--- src/rtl/floor_bcd_scorer.sv ---
// ---------------------------------------------------------------------------
// floor_bcd_scorer
//
// Score / floor-count stage that feeds the 4-digit seven-segment display
// driver. It turns game-event levels from the game controller into single
// events, keeps the running floor count and the best score as 4-digit packed
// BCD, and selects what the display shows. After game over the display
// alternates between the last score and the best score.
//
// Parameters:
//   ALT_PERIOD  clk cycles per half-period of the score/best alternation
//               in OVER (must be >= 2)
//
// Ports:
//   clk        in   1   system clock
//   rst        in   1   asynchronous active-low reset
//   start      in   1   start/restart request (rising edge acts)
//   floor_inc  in   1   one floor passed (rising edge acts)
//   game_over  in   1   player died (rising edge acts)
//   score_bcd  out  16  current score, packed BCD
//   best_bcd   out  16  best score since reset, packed BCD
//   cnt_data   out  16  digit bus to the display driver, [3:0] = units
//   state      out  2   00 IDLE, 01 PLAY, 10 OVER
//   sat        out  1   high while the score is held at 9999
// ---------------------------------------------------------------------------
module floor_bcd_scorer #(
  parameter int ALT_PERIOD = 50000000
) (
  input  logic        clk,
  input  logic        rst,
  input  logic        start,
  input  logic        floor_inc,
  input  logic        game_over,
  output logic [15:0] score_bcd,
  output logic [15:0] best_bcd,
  output logic [15:0] cnt_data,
  output logic [1:0]  state,
  output logic        sat
);

  localparam int CNT_W = $clog2(ALT_PERIOD);
  localparam logic [CNT_W-1:0] CNT_LAST = CNT_W'(ALT_PERIOD - 1);

  typedef enum logic [1:0] {
    S_IDLE = 2'b00,
    S_PLAY = 2'b01,
    S_OVER = 2'b10
  } state_t;

  state_t           r_state;
  logic [15:0]      r_score;
  logic [15:0]      r_best;
  logic [15:0]      r_cntData;
  logic             r_sat;
  logic [CNT_W-1:0] r_altCnt;
  logic             r_showBest;
  logic             r_startPrev;
  logic             r_incPrev;
  logic             r_overPrev;

  state_t           w_stateNext;
  logic [15:0]      w_scoreNext;
  logic [15:0]      w_bestNext;
  logic             w_satNext;
  logic [CNT_W-1:0] w_altCntNext;
  logic             w_showBestNext;
  logic [15:0]      w_scoreInc;
  logic [15:0]      w_dispSel;
  logic             w_startEv;
  logic             w_incEv;
  logic             w_overEv;

  // One-digit-at-a-time BCD increment: a 9 rolls to 0 and passes the carry
  // on, so every digit stays in 0-9. Saturation is handled by the caller.
  function automatic logic [15:0] bcdInc(input logic [15:0] v);
    logic [15:0] res;
    logic        carry;
    res   = v;
    carry = 1'b1;
    for (int d = 0; d < 4; d++) begin
      if (carry) begin
        if (v[d*4 +: 4] == 4'd9) begin
          res[d*4 +: 4] = 4'd0;
        end else begin
          res[d*4 +: 4] = v[d*4 +: 4] + 4'd1;
          carry         = 1'b0;
        end
      end
    end
    return res;
  endfunction

  // A level that was low last cycle and is high now is one event, so a
  // held input only ever counts once.
  assign w_startEv  = start & ~r_startPrev;
  assign w_incEv    = floor_inc & ~r_incPrev;
  assign w_overEv   = game_over & ~r_overPrev;
  assign w_scoreInc = bcdInc(r_score);

  // Next-state and next-value logic. Priority inside a cycle is
  // start > game_over > floor_inc; lower events are simply dropped.
  always_comb begin
    w_stateNext    = r_state;
    w_scoreNext    = r_score;
    w_bestNext     = r_best;
    w_satNext      = r_sat;
    w_altCntNext   = r_altCnt;
    w_showBestNext = r_showBest;
    case (r_state)
      S_IDLE: begin
        if (w_startEv) begin
          w_stateNext = S_PLAY;
          w_scoreNext = 16'h0000;
          w_satNext   = 1'b0;
        end
      end
      S_PLAY: begin
        if (w_startEv) begin
          w_scoreNext = 16'h0000;
          w_satNext   = 1'b0;
        end else if (w_overEv) begin
          w_stateNext    = S_OVER;
          w_altCntNext   = '0;
          w_showBestNext = 1'b0;
          // Packed BCD compares correctly as a plain unsigned number.
          if (r_score > r_best) begin
            w_bestNext = r_score;
          end
        end else if (w_incEv) begin
          if (r_score == 16'h9999) begin
            w_satNext = 1'b1;
          end else begin
            w_scoreNext = w_scoreInc;
            if (w_scoreInc == 16'h9999) begin
              w_satNext = 1'b1;
            end
          end
        end
      end
      S_OVER: begin
        if (w_startEv) begin
          w_stateNext    = S_PLAY;
          w_scoreNext    = 16'h0000;
          w_satNext      = 1'b0;
          w_altCntNext   = '0;
          w_showBestNext = 1'b0;
        end else if (r_altCnt == CNT_LAST) begin
          w_altCntNext   = '0;
          w_showBestNext = ~r_showBest;
        end else begin
          w_altCntNext = r_altCnt + CNT_W'(1);
        end
      end
      default: begin
        w_stateNext = S_IDLE;
      end
    endcase
  end

  // Display selection from the currently registered values; registering it
  // makes cnt_data trail the score/best/state outputs by one cycle.
  always_comb begin
    w_dispSel = r_best;
    case (r_state)
      S_PLAY:  w_dispSel = r_score;
      S_OVER:  w_dispSel = r_showBest ? r_best : r_score;
      default: w_dispSel = r_best;
    endcase
  end

  // State and data registers.
  always_ff @(posedge clk or negedge rst) begin
    if (!rst) begin
      r_state     <= S_IDLE;
      r_score     <= 16'h0000;
      r_best      <= 16'h0000;
      r_cntData   <= 16'h0000;
      r_sat       <= 1'b0;
      r_altCnt    <= '0;
      r_showBest  <= 1'b0;
      r_startPrev <= 1'b0;
      r_incPrev   <= 1'b0;
      r_overPrev  <= 1'b0;
    end else begin
      r_state     <= w_stateNext;
      r_score     <= w_scoreNext;
      r_best      <= w_bestNext;
      r_cntData   <= w_dispSel;
      r_sat       <= w_satNext;
      r_altCnt    <= w_altCntNext;
      r_showBest  <= w_showBestNext;
      r_startPrev <= start;
      r_incPrev   <= floor_inc;
      r_overPrev  <= game_over;
    end
  end

  assign score_bcd = r_score;
  assign best_bcd  = r_best;
  assign cnt_data  = r_cntData;
  assign state     = r_state;
  assign sat       = r_sat;

endmodule

--- config.mk ---
export PLATFORM = sky130hd
export DESIGN_NAME = floor_bcd_scorer
export DESIGN_NICKNAME = d
export VERILOG_FILES = /design/src/rtl/floor_bcd_scorer.sv
export SDC_FILE = /design/constraint.sdc
export NUM_CORES = 1
export LEC_CHECK = 0
export CORE_UTILIZATION = 55
export CTS_CLUSTER_SIZE = 10
export DETAILED_ROUTE_END_ITERATION = 6
export PLACE_DENSITY = 0.78
export SLEW_MARGIN = 25
export SYNTH_ARGS = -nofsm -noshare
export SYNTH_HDL_FRONTEND = slang
export SYNTH_SLANG_ARGS = --single-unit
--- constraint.sdc ---
create_clock -name clk -period 3.9 [get_ports clk]
set_clock_uncertainty 0.1 [all_clocks]
set_input_delay 0.78 -clock clk [delete_from_list [all_inputs] [get_ports clk]]
set_output_delay 0.78 -clock clk [all_outputs]
set_load 0.01 [all_outputs]
==> run summary, run 1 <==
The count of non-filler cells in the finished layout is between 600 and 700. The maximum VDD drop is about 0.00032 V. Setup repair after global routing left no endpoint under its margin. The floorplan step defined a die boundary enclosing between 0.009 and 0.01 mm2. TritonCTS built the clock tree. The instance count of the mapped netlist came out at ~540. The average instance in the mapped netlist occupies around 9.1 um2. The smallest clock period supported by the final layout is computed as 2.980 ns. Leaving out fill and tap cells, the most frequent cell in the layout is dfrtp_1. In the routed design, unresolved DRC markers number 0. The slack of the critical path came out at just over 0.9 ns.

The floorplan die width is around 97 um. The number of global-route vias before repair is about 4300. The category of the worst setup path launch point is a flop.

The number of endpoints with negative hold slack in the final report came out at 0. The run finished with clean final reports. Before antenna repair, the detailed router went through 5 iterations. In this run the worst path has a maximum fanout of 17. The all-layer global routing usage is 26.96%.

The maximum number of pins on one net before global-route repair is about 80. The clock latency on the worst-skew pair is ~0.35 ns. The delay contributed by the slowest stage of the critical path is approximately 0.70 ns.

In the final routed layout, each cell accounts on average for 17.66 um. The net count after synthesis is around 570. The async set-or-reset flop fraction in the synthesized netlist came out at 100.0%. The final antenna-violating net count came out at 0. For the worst setup path, the data required time is around 4 ns. The leakage power is 2.559 nW. The via total after detailed routing came out at approximately 4500.

The routed via count divided by cell count is 6.479. The share of the Yosys chip area taken by registers is 40.98%. The class of the tightest hold or removal check is primary input to asynchronous set/reset pin. The power per unit of standard cell area came out at around 460 mW/mm2. The deepest clock path buffer count is 2. The accumulated negative setup slack came out at 0 ns. During placement, the flow inserted port buffers numbering 55. The initial cell density of the core came out at between 50 and 60%. CTS built an H-tree with a depth of 3. Wires add up to about 12000 um. After synthesis the netlist holds a flip-flop and latch count of 81. The synthesis-to-layout area growth came out at 16.06%. The chip height is 96.83 um. The count of routing violations after the opening detailed-route iteration came out at 360.

The number of nets in the layout is approximately 610. The tool flagged a number of max-cap violations equal to 0. Cells fill about 66% of the core in the end.

For this run, the top clock speed supported by timing is 335.5 MHz. Post-CTS repair changed the size of 0 cells. Traced cell by cell, the critical path runs through ha_1 -> nor2b_1 -> o211ai_1 -> a211o_1 -> and4_1 -> o311ai_0. The number of rows in the core area came out at 34.

CTS placed an instance of clkbuf_8 at the clock tree root. The final period utilization came out at about three quarters. The kind of cell with the highest combined delay along the critical path is compound AO/OA/AOI/OAI gates. The clock-pin slew on the worst setup and hold paths came out at ~0.080 ns. For the worst setup path, the data arrival time is ~3 ns. The count of pins over their slew limit came out at 0.

For this design, the sink count on the clock tree is 81. The worst slew margin relative to its limit came out at ~38%. The estimated wirelength of the detail-placed design came out at 8646 um. In this run, synthesis inferred 0 flip-flops with an integrated enable. The critical path is of the flop to flop type. The pre-CTS setup slack came out at a little under 0.9 ns. The worst-margin pin slew came out at slightly above 0.9 ns. The final setup violation count is 0. The post-synthesis instance area came out at around 0.005 mm2. The number of buffers inserted during clock tree synthesis is 9. The total setup buffers inserted after CTS came out at 0. During synthesis, Yosys emitted a total of 0 warnings. The core region is 0.008721 mm2. The wire length of the first global-routing pass came out at 20800 um. The cell count after placement came out at ~680.

During I/O placement, the number of pins put on the boundary was 56. The routability congestion estimate came out at 0.8741. The highest-delay cell along the critical path is and4_1. The most used flip-flop cell after synthesis is dfrtp_1. The final worst hold slack came out at 0.3347 ns. The worst setup path is captured at a flop. The initial antenna violation count came out at 0. The number of hold buffers added after CTS was 0.

0 antenna diodes ended up in the layout. Synthesis instantiated 63 different standard cells from the library. The fraction of layout instances using a drive strength above 1 is under 10%. Together, buffers and inverters on the worst path number 0. In the layout the commonest cells are 81 x dfrtp_1, 54 x clkdlybuf4s50_1, 50 x nand2_1. The sum of overflow across all layers after global routing is 0.
[metal layers]
layer / up-vias / GRT usage [%] / part of all wire (%)
li1: 2098 / - / -
met1: 2182 / 35.05 / 43
met2: 173 / 43.17 / 48
met3: 37 / 4.697 / 5.1
met4: 0 / 14.01 / 3.4
met5: - / 0 / 0
[layout make-up]
type                       instances  area, um2
clock buffer                      11      131.4
clock inverter                     5      56.30
fill                             710       2980
inverter                          35      131.4
multi-input combinational        390       2644
sequential                        81       2027
tap                              108      135.1
timing repair buffer              63      615.6
[cells in the mapped netlist, types with 5 or more instances]
library cell  instances  share of area [%]
a21oi_1              15                1.5
a22o_1               23                4.1
and2_1                6               0.76
and3_1               13                1.6
and4_1                9                1.6
buf_2                 6               0.61
clkbuf_1             24                1.8
dfrtp_1              81                 41
ha_1                 21                5.3
inv_1                35                2.7
nand2_1              50                3.8
nand3_1              10                1.0
nand4_1              30                3.8
nor2_1               31                2.4
nor2b_1              12                1.5
nor3_1               25                2.5
nor4_1                8                1.0
o21ai_0              26                2.6
o311ai_0              8                1.4
o311ai_1              9                1.6
o31ai_1              14                2.1
o41ai_1               6                1.1
xnor2_1               9                1.6
xor2_1                5               0.89
[worst reg2reg max path, cell delays in order, from the launching register on]
cell and delay [ns]:
dfrtp_1 0.49, ha_1 0.35, nor2b_1 0.13, o211ai_1 0.26, a211o_1 0.54, and4_1 0.70, o311ai_0 0.25
[registers in the layout, summed over array words and instances, names as in the netlist]
signal and cells:
r_startPrev 1, score_bcd 16, r_showBest 1, r_altCnt 26, cnt_data 16, r_incPrev 1
best_bcd 16, sat 1, state 2, r_overPrev 1
[metrics by stage]
step,cell area [um2],power [mW]
6_report,5741,2.621
3_3_place_gp,5538,2.004
3_5_place_dp,5538,2.024
2_1_floorplan,4946,1.681
5_1_grt,5741,2.767
4_1_cts,5725,2.625
[path summary, 6_finish.rpt]
kind	start	end	slack (ns)	cells after the start
setup / recovery	score_bcd[1]	best_bcd[2]	0.92	6
hold / removal	rst	cnt_data[3]	0.33	1
setup reg to reg	score_bcd[1]	best_bcd[2]	0.92	6
hold reg to reg	r_altCnt[25]	r_altCnt[25]	0.45	2
max in group asynchronous	rst	r_altCnt[25]	2.82	1
min in group clk	r_altCnt[25]	r_altCnt[25]	0.45	2
[report_power, final]
part	leakage [nW]	internal (mW)	switching [mW]
registers	0.984	0.943	0.0488
logic	1.48	0.422	0.600
clock network	0.0933	0.296	0.311
[cell families (layout without fill, tap and decap cells)]
group           after synthesis  after routing  synth area share, %
simple gates                223            223                25.63
compound gates              130            130                19.30
flops                        81             81                40.98
fa+ha+maj                    21             21                5.312
buf+inv                      70            114                5.844
xor+xnor                     14             14                2.479
mux                           2              2               0.4553
(Power assumes the default switching activity.)
==> inputs of run 2 (changes only) <==
Clock period 3.9 ns to 2.8 ns, I/O delays scaled along.
==> run 2 against run 1 <==
Worst setup slack worse by 0.71 ns. Non-clock buffer count up 23. Sequential share of layout area down 1.2 points. Sequential power up 39%. Via count up 1.8%. Global-route usage up 1.3 points. Utilization up 2.2 points. Critical endpoint is now best_bcd[5]. Largest power group unchanged. Highest routed layer unchanged.
==> run summary, run 2 (synthesis gave the netlist of run 1 again) <==
The worst slew margin relative to its limit is 55.07% (+17 points). The endpoint required time on the critical path came out at 2.93 ns (-1.07 ns). The estimated wirelength of the detail-placed design came out at 9137 um (+5.7%). The number of logic stages on the critical path including buffering came to 7 (+1). The final setup violation count came out at 0 (unchanged). The termination of the worst setup path is best_bcd[5]. The hold buffer count at cts was 0 (unchanged). The clock latency on the worst-skew pair is 0.37 ns (+0.02 ns). The total number of H-tree levels came to 3 (unchanged). Among cell families on the critical path, the largest total delay comes from compound AO/OA/AOI/OAI gates.

The launch point of the critical path is best_bcd[14]. The clock sink count is 81 (unchanged). The diode insertion count for antenna repair came out at 0 (unchanged). The delay contributed by the slowest stage of the critical path is 0.46 ns (-0.24 ns). Setup repair after global routing left no endpoint under its margin. The register with the most flip-flops is r_altCnt. The initial cell density of the core was 56.71% (unchanged).

The number of buffers inserted during clock tree synthesis came out at 9 (unchanged). The fraction of layout instances using a drive strength above 1 is 10.86% (+3.8 points). The number of nets in the layout came to 629 (+3.8%). The wire length of the first global-routing pass came out at 21620 um (+4.0%). The highest fanout seen on the critical path is 16 (-1). The clock-pin slew on the worst setup and hold paths came out at 0.09 ns (about the same).

The slack of the critical path is 0.2057 ns (-0.7138 ns). TritonCTS built the clock tree. On the critical path, the stage with the largest delay is an instance of o311ai_0. The sum of overflow across all layers after global routing is 0 (unchanged). The logic depth of the worst register-to-register path came out at 7 (+1). The maximum clock frequency came out at 385.5 MHz (+15%). The power per unit of standard cell area came out at 638.4 mW/mm2 (+40%). The detailed-route wire length on metal 1 is 5486 um (+4.1%). The initial antenna violation count is 0 (unchanged). The startpoint identified for the worst register-to-register timing path is best_bcd[14].

The min-delay analysis places its worst path in the category primary input to asynchronous set/reset pin. The worst setup path is launched from a flop. The maximum number of pins on one net before global-route repair came out at 52 (-37%). The number of global-route vias before repair came out at 4331 (+1.7%). The final antenna-violating net count came out at 0 (unchanged). The number of endpoints with negative hold slack in the final report came out at 0 (unchanged). The chip height came out at 96.83 um (unchanged).

The critical path class is flop to flop. The number of buffer cells added on primary ports is 55 (unchanged). The count of routing violations after the opening detailed-route iteration came out at 488 (+36%). CTS placed an instance of clkbuf_8 at the clock tree root. The flip-flop count of the largest register, all copies and words added is 26 (unchanged). The routed length on met2 is 6332 um (+7.0%). The deepest clock path buffer count is 2 (unchanged). The sum of routed wire length over all layers is 12870 um (+5.2%). The accumulated negative setup slack is 0 ns (unchanged). The detailed router used layers up to and including met4.

The floorplan die width is 96.83 um (unchanged). The clock period minus worst slack was 2.594 ns (-0.3862 ns). The final period utilization came to 92.65% (+16 points). The data arrival time of the worst path came out at 2.72 ns (-0.36 ns). The I/O pin count is 56 (unchanged). The average wire per cell in the routed design came out at 17.98 um (+1.8%). The routability congestion estimate is 0.9157 (+4.8%). The number of rows in the core area came out at 34 (unchanged).

The routed via count divided by cell count came to 6.383 (-1.5%). The pre-CTS setup slack came out at 0.1019 ns (-0.7824 ns). The top cell types in the final layout, fill and taps aside, are 81 x dfrtp_1, 54 x clkdlybuf4s50_1, 50 x nand2_1. The via total after detailed routing is 4570 (+1.8%). The all-layer global routing usage came out at 28.28% (+1.3 points). The minimum setup slack among reg-to-reg paths came out at 0.21 ns (-0.71 ns). The full die area came out at 0.009376 mm2 (unchanged). The leakage power is 2.684 nW (+4.9%). Traced cell by cell, the critical path runs through inv_1 -> ha_1 -> and3_1 -> nand4_1 -> a211o_1 -> and4_1 -> o311ai_0. The worst-margin pin slew came out at 0.6740 ns (-0.2534 ns). The synthesis-to-layout area growth came out at 19.98%. The count of pins over their slew limit came to 0 (unchanged). STA classifies the critical path endpoint as a flop. The most common cell after layout, fill and taps aside is dfrtp_1. The core box area is 0.008721 mm2 (unchanged). The total of max-cap violations is 0 (unchanged). The run finished with clean final reports. The endpoint of the most critical register-to-register path is best_bcd[5]. The total buffers and inverters traversed by the critical path came out at 1 (+1). The number of optimization iterations in the first detailed-route pass is 5 (unchanged). The total setup buffers inserted after CTS is 0 (unchanged).

The maximum VDD drop came out at 0.0004013 V (+26%). The amount of wire on met3 after detailed routing is 683 um (+8.4%). The DRC violation count after routing came out at 0 (unchanged).
-- run 2: cell types whose count changed in the layout (fill, tap and decap cells not counted), sizes merged --
cell | previous run | this run
buf | 9 | 32
clkinvlp | 1 | 2
clkinv | 3 | 0
inv | 35 | 37
-- run 2: area by class of cell --
cell class                 count  area [um2]
clock buffer                  11       141.4
clock inverter                 5       62.56
fill                         707        2786
inverter                      35       131.4
multi-input combinational    390        2649
sequential                    81        2027
tap                          108       135.1
timing repair buffer          86       788.3
-- run 2: how the worst min path moves through the flow --
stage,startpoint,to,slack (ns)
detailed placement,r_altCnt[6],r_altCnt[6],0.43
floorplan,rst,best_bcd[0],0.16
global route,rst,score_bcd[4],0.17
finish,rst,cnt_data[3],0.13
CTS,rst,cnt_data[3],0.14
global placement,r_altCnt[1],r_altCnt[1],0.41
-- run 2: stage by stage --
step           instance area [um2]  utilization (%)  instances  hold WS [ns]  power (mW)
5_1_grt                       5934            68.05        716        0.1740       3.998
4_1_cts                       5914            67.82        715        0.1445       3.793
6_report                      5934            68.05        716        0.1261       3.789
3_3_place_gp                  5710            65.48        699        0.4144       2.851
2_1_floorplan                 4946                -        541        0.1644       2.342
3_5_place_dp                  5710            65.48        699        0.4293       2.884
-- run 2: timing repair --
item | 4_1_cts | 5_1_grt
resized for setup | 0 | 1
hold endpoints to repair | 0 | 0
endpoints found under the setup margin | 0 | 11
-- run 2: metal layers --
| metal | vias up | track usage, % |
|---|---|---|
| li1 | 2146 | - |
| met1 | 2212 | 36.94 |
| met2 | 177 | 46.86 |
| met3 | 35 | 4.769 |
| met4 | 0 | 11.14 |
| met5 | - | 0 |
-- run 2: worst reg2reg max path, cell delays in order, from the launching register on --
cell and delay (ns):
dfrtp_1 0.40, inv_1 0.08, ha_1 0.29, and3_1 0.18
nand4_1 0.21, a211o_1 0.34, and4_1 0.39, o311ai_0 0.46
-- run 2: where the power goes --
group	total [mW]	switching (mW)	leakage, nW	internal, mW
clock	0.913	0.469	0.0966	0.443
combinational	1.50	0.852	1.60	0.643
sequential	1.38	0.0672	0.984	1.31
total	3.79	1.39	2.68	2.40
==> inputs of run 3 (changes only) <==
--- a/config.mk
+++ b/config.mk
@@ -8,6 +8,6 @@
 export CORE_UTILIZATION = 55
-export CTS_CLUSTER_SIZE = 10
+export CTS_CLUSTER_SIZE = 30
 export DETAILED_ROUTE_END_ITERATION = 6
 export PLACE_DENSITY = 0.78
-export SLEW_MARGIN = 25
+export SLEW_MARGIN = 20
 export SYNTH_ARGS = -nofsm -noshare
--- a/constraint.sdc
+++ b/constraint.sdc
@@ -4,2 +4,2 @@
 set_output_delay 0.56 -clock clk [all_outputs]
-set_load 0.01 [all_outputs]
+set_load 0.05 [all_outputs]
==> run 3 against run 2 <==
Via count is 0.15% higher. Critical path type unchanged. Die area did not move. Cell area rose by 1.2%. Non-clock buffer count decreased by 3. Routed wire length rose by 0.50%. Sequential share of layout area decreased by 0.42 points. Largest cell class unchanged. Worst setup slack worse by 0.033 ns.
==> run summary, run 3 (synthesis gave the netlist of run 1 again) <==
The leakage power came out at 2.707 nW (+0.87%). The net switching power is 1.771 mW (+28%). The estimated wirelength of the detail-placed design was 9068 um (-0.76%). The total setup buffers inserted after CTS is 0 (unchanged).

The number of buffers inserted during clock tree synthesis is 9 (unchanged). The worst-margin pin slew is 0.7609 ns (+0.08693 ns). The routed length on met2 came out at 6328 um (about the same).

The number of nets in the layout is 627 (-0.32%). The number of endpoints with negative hold slack in the final report came out at 0 (unchanged). The clock latency on the worst-skew pair came to 0.36 ns (about the same). The chip height came out at 96.83 um (unchanged). The power share of the clock group came to 25.9% (+1.8 points).

The slack of the critical path came out at 0.1723 ns (-0.03337 ns). TritonCTS built the clock tree. The count of pins over their slew limit came out at 0 (unchanged). The endpoint required time on the critical path was 2.95 ns (+0.02 ns). After detailed routing, no signal wire sits above met4. The internal power component came out at 2.630 mW (+9.6%). Setup repair after global routing left no endpoint under its margin. The critical path class is flop to flop. The floorplan die width is 96.83 um (unchanged).

The count of routing violations after the opening detailed-route iteration is 412 (-16%). The via total after detailed routing is 4577 (+0.15%). The routability congestion estimate came out at 0.9123 (-0.37%).

The number of rows in the core area is 34 (unchanged). The DRC violation count after routing is 0 (unchanged). The core box area came to 0.008721 mm2 (unchanged). The average wire per cell in the routed design is 18.12 um (+0.78%). The number of global-route vias before repair came out at 4466 (+3.1%). The final antenna-violating net count was 0 (unchanged). The amount of wire on met3 after detailed routing is 731 um (+7.0%). The accumulated negative setup slack came to 0 ns (unchanged). The I/O pin count came to 56 (unchanged). The worst slew margin relative to its limit is 49.27% (-5.8 points).

The clock period minus worst slack is 2.628 ns (+0.03337 ns). The final period utilization is 93.84% (+1.2 points). The total of max-cap violations is 0 (unchanged). The initial antenna violation count was 0 (unchanged). The number of optimization iterations in the first detailed-route pass is 5 (unchanged).

The class of the tightest hold or removal check is primary input to asynchronous set/reset pin. The synthesis-to-layout area growth is 21.48%. The register with the most flip-flops is r_altCnt. The maximum clock frequency came out at 380.6 MHz (-1.3%). The diode insertion count for antenna repair came to 0 (unchanged). The full die area is 0.009376 mm2 (unchanged). The proportion of total power due to net switching came to 40.23% (+3.6 points).

The number of buffer cells added on primary ports came out at 55 (unchanged). The signal on the critical path passes through inv_1 -> ha_1 -> and3_1 -> nand4_1 -> a211o_1 -> and4_2 -> o311ai_0. Among all stages on the critical path, the largest delay is contributed by dfrtp_1. The detailed-route wire length on metal 1 came out at 5549 um (+1.1%). The kind of end point of the critical path is a flop. In this run the clock root is driven by a clkbuf_8. The relative contribution of combinational cells to total power is 42.5% (+3.0 points). The summed area of non-filler cells in the final layout is 0.006008 mm2 (+1.2%).

The fraction of layout instances using a drive strength above 1 came out at 11.06% (+0.20 points). The deepest clock path buffer count is 2 (unchanged). The routed via count divided by cell count came out at 6.410 (+0.43%). STA classifies the critical path startpoint as a flop. The clock-pin slew on the worst setup and hold paths came out at 0.09 ns (about the same). The maximum number of pins on one net before global-route repair came to 52 (unchanged). The post-route core utilization is 68.90% (+0.85 points).

The power per unit of standard cell area is 732.5 mW/mm2 (+15%). The sum of overflow across all layers after global routing came out at 0 (unchanged). The data arrival time of the worst path came to 2.77 ns (+0.05 ns). The initial cell density of the core came out at 56.71% (unchanged). The clock sink count came out at 81 (unchanged). The total number of H-tree levels came out at 3 (unchanged). The pre-CTS setup slack came out at 0.07315 ns (-0.02872 ns). The flip-flop count of the largest register, all copies and words added is 26 (unchanged).

The delay contributed by the slowest stage of the critical path came out at 0.42 ns (-0.04 ns). The sum of routed wire length over all layers is 12940 um (+0.50%). The maximum VDD drop came out at 0.0004591 V (+14%).

The top cell types in the final layout, fill and taps aside, are 81 x dfrtp_1, 54 x clkdlybuf4s50_1, 50 x nand2_1. The most common cell after layout, fill and taps aside is dfrtp_1. The all-layer global routing usage came to 28.31% (+0.036 points). The part of the power in registers came out at 31.6% (-4.8 points). The standard cell area after detailed placement came to 0.005708 mm2 (about the same).

The flow ran to the end, and the final reports show no timing, DRC or antenna violations. The highest fanout seen on the critical path came out at 16 (unchanged). The final setup violation count came out at 0 (unchanged).

The wire length of the first global-routing pass is 21790 um (+0.77%).
## run 3: worst paths after layout
| kind | startpoint | to | slack, ns | depth (start not counted) |
|---|---|---|---|---|
| max | best_bcd[15] | best_bcd[4] | 0.17 | 7 |
| min | rst | cnt_data[2] | 0.02 | 1 |
| max reg2reg | best_bcd[15] | best_bcd[4] | 0.17 | 7 |
| min reg2reg | r_altCnt[1] | r_altCnt[1] | 0.43 | 2 |
| max in group asynchronous | rst | r_showBest | 1.96 | 2 |
| min in group clk | r_altCnt[1] | r_altCnt[1] | 0.43 | 2 |
## run 3: cell type report
type                    count  area [um2]
repair buffers             83       770.7
fillers                   682        2713
multi-input cells         391        2679
inverters                  35       131.4
clock buffers               9       123.9
well taps                 108       135.1
clock inverters             7       141.4
flip-flops and latches     81        2027
## run 3: metrics by stage
stage | hold WS, ns | std cells | total power [mW]
2_1_floorplan | 0.1644 | 541 | 2.725
3_3_place_gp | 0.4085 | 697 | 3.233
3_5_place_dp | 0.4222 | 697 | 3.265
4_1_cts | 0.03039 | 714 | 4.405
5_1_grt | 0.05493 | 714 | 4.616
6_report | 0.02197 | 714 | 4.401
## run 3: power groups by stage
stage | registers, mW | clock network, mW | logic (mW)
after floorplan | 1.85 | 0 | 0.875
after CTS | 1.39 | 1.15 | 1.86
after global placement | 1.41 | 0 | 1.83
after detailed placement | 1.42 | 0 | 1.85
after global routing | 1.41 | 1.20 | 2.01
final | 1.39 | 1.14 | 1.87
## run 3: layer usage
layer / vias up / track usage [%]
li1: 2145 / -
met1: 2197 / 35.94
met2: 203 / 47.89
met3: 32 / 4.697
met4: 0 / 11.71
met5: - / 0
## run 3: critical path, delay by kind of cell, from the launching register on
family          cells  cell delay (ns)
flops               1             0.42
fa+ha+maj           1             0.30
compound gates      2             0.76
buf+inv             1             0.09
simple gates        3             0.85
## run 3: repair_timing
action	CTS	global route
pin swaps	1	0
cloned	1	0
endpoints found under the setup margin	1	9
gates resized for setup	1	3
hold buffers	0	0
